<file path="src/rtl/crc16_frame_ctrl.sv">
// rtl/crc16_frame_ctrl.sv - byte-to-bit sequencer driving one bit-serial crc16 engine
// Clears the engine per frame, shifts each accepted byte in over 8 cycles, captures the result.
module crc16_frame_ctrl #(
  parameter bit LSB_FIRST = 1'b0
) (
  input  logic        clk,
  input  logic        rst,
  input  logic        start,
  input  logic        abort,
  input  logic        byte_valid,
  input  logic [7:0]  byte_data,
  input  logic        byte_last,
  output logic        byte_ready,
  output logic        crc_rst,
  output logic        crc_en,
  output logic        crc_data,
  input  logic [15:0] crc_in,
  output logic        busy,
  output logic        done,
  output logic [15:0] crc_out,
  output logic [15:0] frame_len
);

  typedef enum logic [2:0] {
    S_IDLE,
    S_CLEAR,
    S_WAIT,
    S_SHIFT,
    S_FINISH,
    S_DONE
  } state_t;

  state_t      state_q, state_d;
  logic [7:0]  shreg_q, shreg_d;
  logic [2:0]  bit_cnt_q, bit_cnt_d;
  logic        last_q, last_d;
  logic [15:0] frame_len_q, frame_len_d;
  logic [15:0] crc_out_q, crc_out_d;
  logic        data_bit;

  always_ff @(posedge clk or posedge rst) begin
    if (rst) begin
      state_q     <= S_IDLE;
      shreg_q     <= 8'h00;
      bit_cnt_q   <= 3'd0;
      last_q      <= 1'b0;
      frame_len_q <= 16'h0000;
      crc_out_q   <= 16'h0000;
    end else begin
      state_q     <= state_d;
      shreg_q     <= shreg_d;
      bit_cnt_q   <= bit_cnt_d;
      last_q      <= last_d;
      frame_len_q <= frame_len_d;
      crc_out_q   <= crc_out_d;
    end
  end

  always_comb begin
    state_d     = state_q;
    shreg_d     = shreg_q;
    bit_cnt_d   = bit_cnt_q;
    last_d      = last_q;
    frame_len_d = frame_len_q;
    crc_out_d   = crc_out_q;

    case (state_q)
      S_IDLE: begin
        if (start) begin
          state_d     = S_CLEAR;
          frame_len_d = 16'h0000;
        end
      end
      S_CLEAR: state_d = S_WAIT;
      S_WAIT: begin
        if (byte_valid) begin
          shreg_d     = byte_data;
          last_d      = byte_last;
          bit_cnt_d   = 3'd0;
          frame_len_d = (frame_len_q == 16'hFFFF) ? frame_len_q : frame_len_q + 16'd1;
          state_d     = S_SHIFT;
        end
      end
      S_SHIFT: begin
        shreg_d   = LSB_FIRST ? {1'b0, shreg_q[7:1]} : {shreg_q[6:0], 1'b0};
        bit_cnt_d = bit_cnt_q + 3'd1;
        if (bit_cnt_q == 3'd7) state_d = last_q ? S_FINISH : S_WAIT;
      end
      S_FINISH: begin
        crc_out_d = crc_in;
        state_d   = S_DONE;
      end
      S_DONE:  state_d = S_IDLE;
      default: state_d = S_IDLE;
    endcase

    // Abort drops everything in flight; the partial length and old result stay visible.
    if (abort && (state_q != S_IDLE)) begin
      state_d     = S_IDLE;
      shreg_d     = shreg_q;
      bit_cnt_d   = bit_cnt_q;
      last_d      = last_q;
      frame_len_d = frame_len_q;
      crc_out_d   = crc_out_q;
    end
  end

  assign data_bit   = LSB_FIRST ? shreg_q[0] : shreg_q[7];
  assign byte_ready = (state_q == S_WAIT);
  assign crc_rst    = (state_q == S_CLEAR);
  assign crc_en     = (state_q == S_SHIFT);
  assign crc_data   = (state_q == S_SHIFT) & data_bit;
  assign busy       = (state_q != S_IDLE);
  assign done       = (state_q == S_DONE);
  assign crc_out    = crc_out_q;
  assign frame_len  = frame_len_q;

endmodule

</file>
<file path="config.mk">
export PLATFORM = sky130hd
export DESIGN_NAME = crc16_frame_ctrl
export DESIGN_NICKNAME = d
export VERILOG_FILES = /design/src/rtl/crc16_frame_ctrl.sv
export SDC_FILE = /design/constraint.sdc
export NUM_CORES = 1
export LEC_CHECK = 0
export CORE_MARGIN = 2
export CORE_UTILIZATION = 47
export DETAILED_ROUTE_END_ITERATION = 7
export MAX_ROUTING_LAYER = met4
export PLACE_DENSITY = 0.79
export SLEW_MARGIN = 25
export SYNTH_ARGS = -nofsm -noshare
export SYNTH_HDL_FRONTEND = slang
export SYNTH_SLANG_ARGS = --single-unit
</file>
<file path="constraint.sdc">
create_clock -name clk -period 2.5 [get_ports clk]
set_clock_uncertainty 0.05 [all_clocks]
set_input_delay 0.375 -clock clk [delete_from_list [all_inputs] [get_ports clk]]
set_output_delay 0.375 -clock clk [all_outputs]
set_load 0.03 [all_outputs]
</file>
==> key figures <==
Detailed routing
  – Vias: 1993
  – # DRC: 0
  – Wire length per cell: about 15 um
  – Routed Antenna Nets: 0
  – Routed WL: 5.37 mm
  – Drt first pass iters: 4
  – 1st-iter DRT viols: 81
  – Vias per inst: 5.57

Logic synthesis
  – Ys Warns: 0
  – Most used flip-flop cell after synthesis: dfrtp_1
  – Syn avg cell area: 10.8 um^2
  – Yosys reg bits: 47
  – Mapped cell area: 0.00235 mm^2
  – Sequential-to-total area share from yosys stat: 50.1%
  – Yosys cell types: 42
  – Post-synthesis net count: 250
  – Synth area leaders: dfrtp_1 50%, mux2_2 8.2%, o31ai_1 5.4%
  – Mapped Cells: roughly 220
  – Largest area contributor in the netlist: dfrtp_1
  – Synth top area share: 50.1%
  – Ys async rst share: 100%
  – Number of synthesized flops with an enable pin: 0

Power and ir drop
  – Maximum vdd drop: 385 uV
  – Final Power: 0.00241 W
  – Pleak: 1.45 nW
  – PwrDens: ~740 mW/mm^2

Global route
  – Number of global-route vias before repair: around 1900
  – First-pass GRT wire length: 8.51 mm
  – Congestion Overflow GR: 0
  – Pin count of the biggest net entering global routing: 26
  – Total track usage: about a fifth
  – Antenna violations before repair: 0

STA
  – Fmax: 419 MHz
  – Setup WS post-layout: 0.112 ns
  – Slew @ Worst Pin: 0.576 ns
  – Post-route setup TNS: 0 ns
  – Final slew viol count: 0
  – Unrepaired setup endpoints after global routing: false
  – Fin crit share: 95.5%
  – Slew margin rel.: 61.4%
  – Fin. Hold Viols: 0
  – Min Clock Period, post-route: 2.39 ns
  – Setup Viol. Count Final: 0

Finish
  – Final Core Density: between 60% and 70%
  – Area Growth Syn to Fin: 39.2%
  – Multi-input gate area: between 0.001 and 0.0015 mm^2
  – Nets: 323
  – Register area: between 0.001 and 0.0015 mm^2
  – Share of cells above drive strength 1: 14.4%
  – # diodes: 0
  – Fillers: 385

Critical path
  – Critical-path top delay cell: clkdlybuf4s50_1
  – Critical path, cell by cell: nand3_1 > inv_1 > and2_1 > clkdlybuf4s50_1
  – Crit path buf inv count: 2
  – Crit start category: flip-flop
  – Largest delay share family, worst path: buffers and inverters
  – Crit. End Element: primary output
  – CP max stage delay: 0.66 ns
  – Worst path depth: 4
  – Crit Path Category: reg2out
  – Worst EP required: 2.08 ns
  – Reg2reg path depth: 6
  – Critical Path AT: 1.96 ns
  – Worst Path Max Fanout: 13

Floorplan
  – Row count: 25
  – Initial Utilization: 49.3%
  – Die X: 74.7 um
  – Die H: 74.7 um
  – Num ports: between 60 and 70
  – Die area: 0.00557 mm^2
  – Core box area: around 0.0048 mm^2

Place
  – Detail Placement HPWL: ~3.9 mm
  – GPL Wtd Cong: between 0.8 and 0.9
  – Number of port buffers: 67
  – Pre-CTS setup slack: 0.311 ns

Clock tree
  – CTS max path bufs: 2
  – Worst-Skew Late Latency: about 0.30 ns
  – Sink Count: 47
  – CTS hold repair buffers: 0
  – Max H-tree Level: 2
  – TritonCTS clock tree: yes
  – Reg clk slew, reported paths: 0.08 ns
  – Cts bufs inserted: 5
  – Root buf cell: clkbuf_8

Worst hold path
  – Min-delay worst type: in2async

Run
  – MaxCap Viol Count: 0

Status
  – Status: complete, no violations
## Yosys cell counts, drive strengths merged, types with 2 or more instances
cell and n:
a211oi 3, a21oi 5, a22o 3, a31oi 3, a41oi 3, and2 3, and3 2, and4 7
buf 11, clkbuf 3, dfrtp 47, ha 3, inv 6, mux2 17, mux2i 8, nand2 18
nand3 9, nand4 6, nor2 8, nor2b 4, o21ai 16, o31ai 17
## routing by layer
metal	GRT usage, %	vias up	wire length [um]
met3	4.15	13	407
li1	-	956	-
met4	9.92	0	124
met1	26.9	944	2470
met2	31.7	80	2370
met5	-	-	0
## cells in the final DEF (no fill, tap or decap), drive strengths merged, types with 2 or more instances in the layout
master	instances
clkdlybuf4s50	66
nor2	8
dfrtp	47
a31oi	3
clkbuf	6
buf	13
and3	2
and4	7
a22o	3
o31ai	17
nand2	18
inv	6
nand4	6
ha	3
bufinv	2
a21oi	5
mux2	17
nand3	9
and2	3
mux2i	8
a211oi	3
nor2b	4
o21ai	16
a41oi	3
## cells by family after synthesis
| logic type | Yosys count | synth area share [%] |
|---|---|---|
| flops | 47 | 50.1 |
| buf+inv | 20 | 4.21 |
| mux | 25 | 11.6 |
| simple gates | 67 | 16.7 |
| fa+ha+maj | 3 | 1.60 |
| compound gates | 55 | 15.7 |
## where the power goes
part           switching, W  internal, W
logic              0.000414     0.000350
clock network      0.000247     0.000399
registers          0.000104     0.000897
total              0.000765      0.00165
## metrics by stage
stage | cells | hold WS, ns | cell area [um^2]
floorplan | 217 | 0.391 | 2350
global placement | 350 | 0.404 | 3130
detailed placement | 350 | 0.416 | 3130
CTS | 358 | 0.388 | 3270
global route | 358 | 0.413 | 3270
finish | 358 | 0.373 | 3270
## path summary, 6_finish.rpt
| kind | from | to | slack (ns) |
|---|---|---|---|
| hold reg to reg | last_q | last_q | 0.44 |
| hold / removal | rst | crc_out[14] | 0.37 |
| setup reg to reg | frame_len[0] | frame_len[2] | 0.50 |
| max in group asynchronous | rst | crc_out[15] | 1.52 |
| min in group clk | last_q | last_q | 0.44 |
| setup / recovery | state_q[0] | crc_data | 0.11 |
## flip-flops by register name (all words and copies together) (netlist names)
signal,cells
bit_cnt_q,3
shreg_q,8
crc_out,16
state_q,3
last_q,1
frame_len,16
## final cells by class
type,instances,area share [%]
flip-flops and latches,47,36.0
multi-input cells,150,32.8
repair buffers,80,23.9
well taps,67,2.57
clock buffers,6,2.22
clock inverters,2,1.84
inverters,6,0.690
## repair_timing
action                                 4_1_cts  5_1_grt
buffers inserted                             0        0
setup endpoints to repair                    1        0
resized for setup                            1        0
endpoints found under the hold margin        0        0
Power figures use the tool's default switching activity.
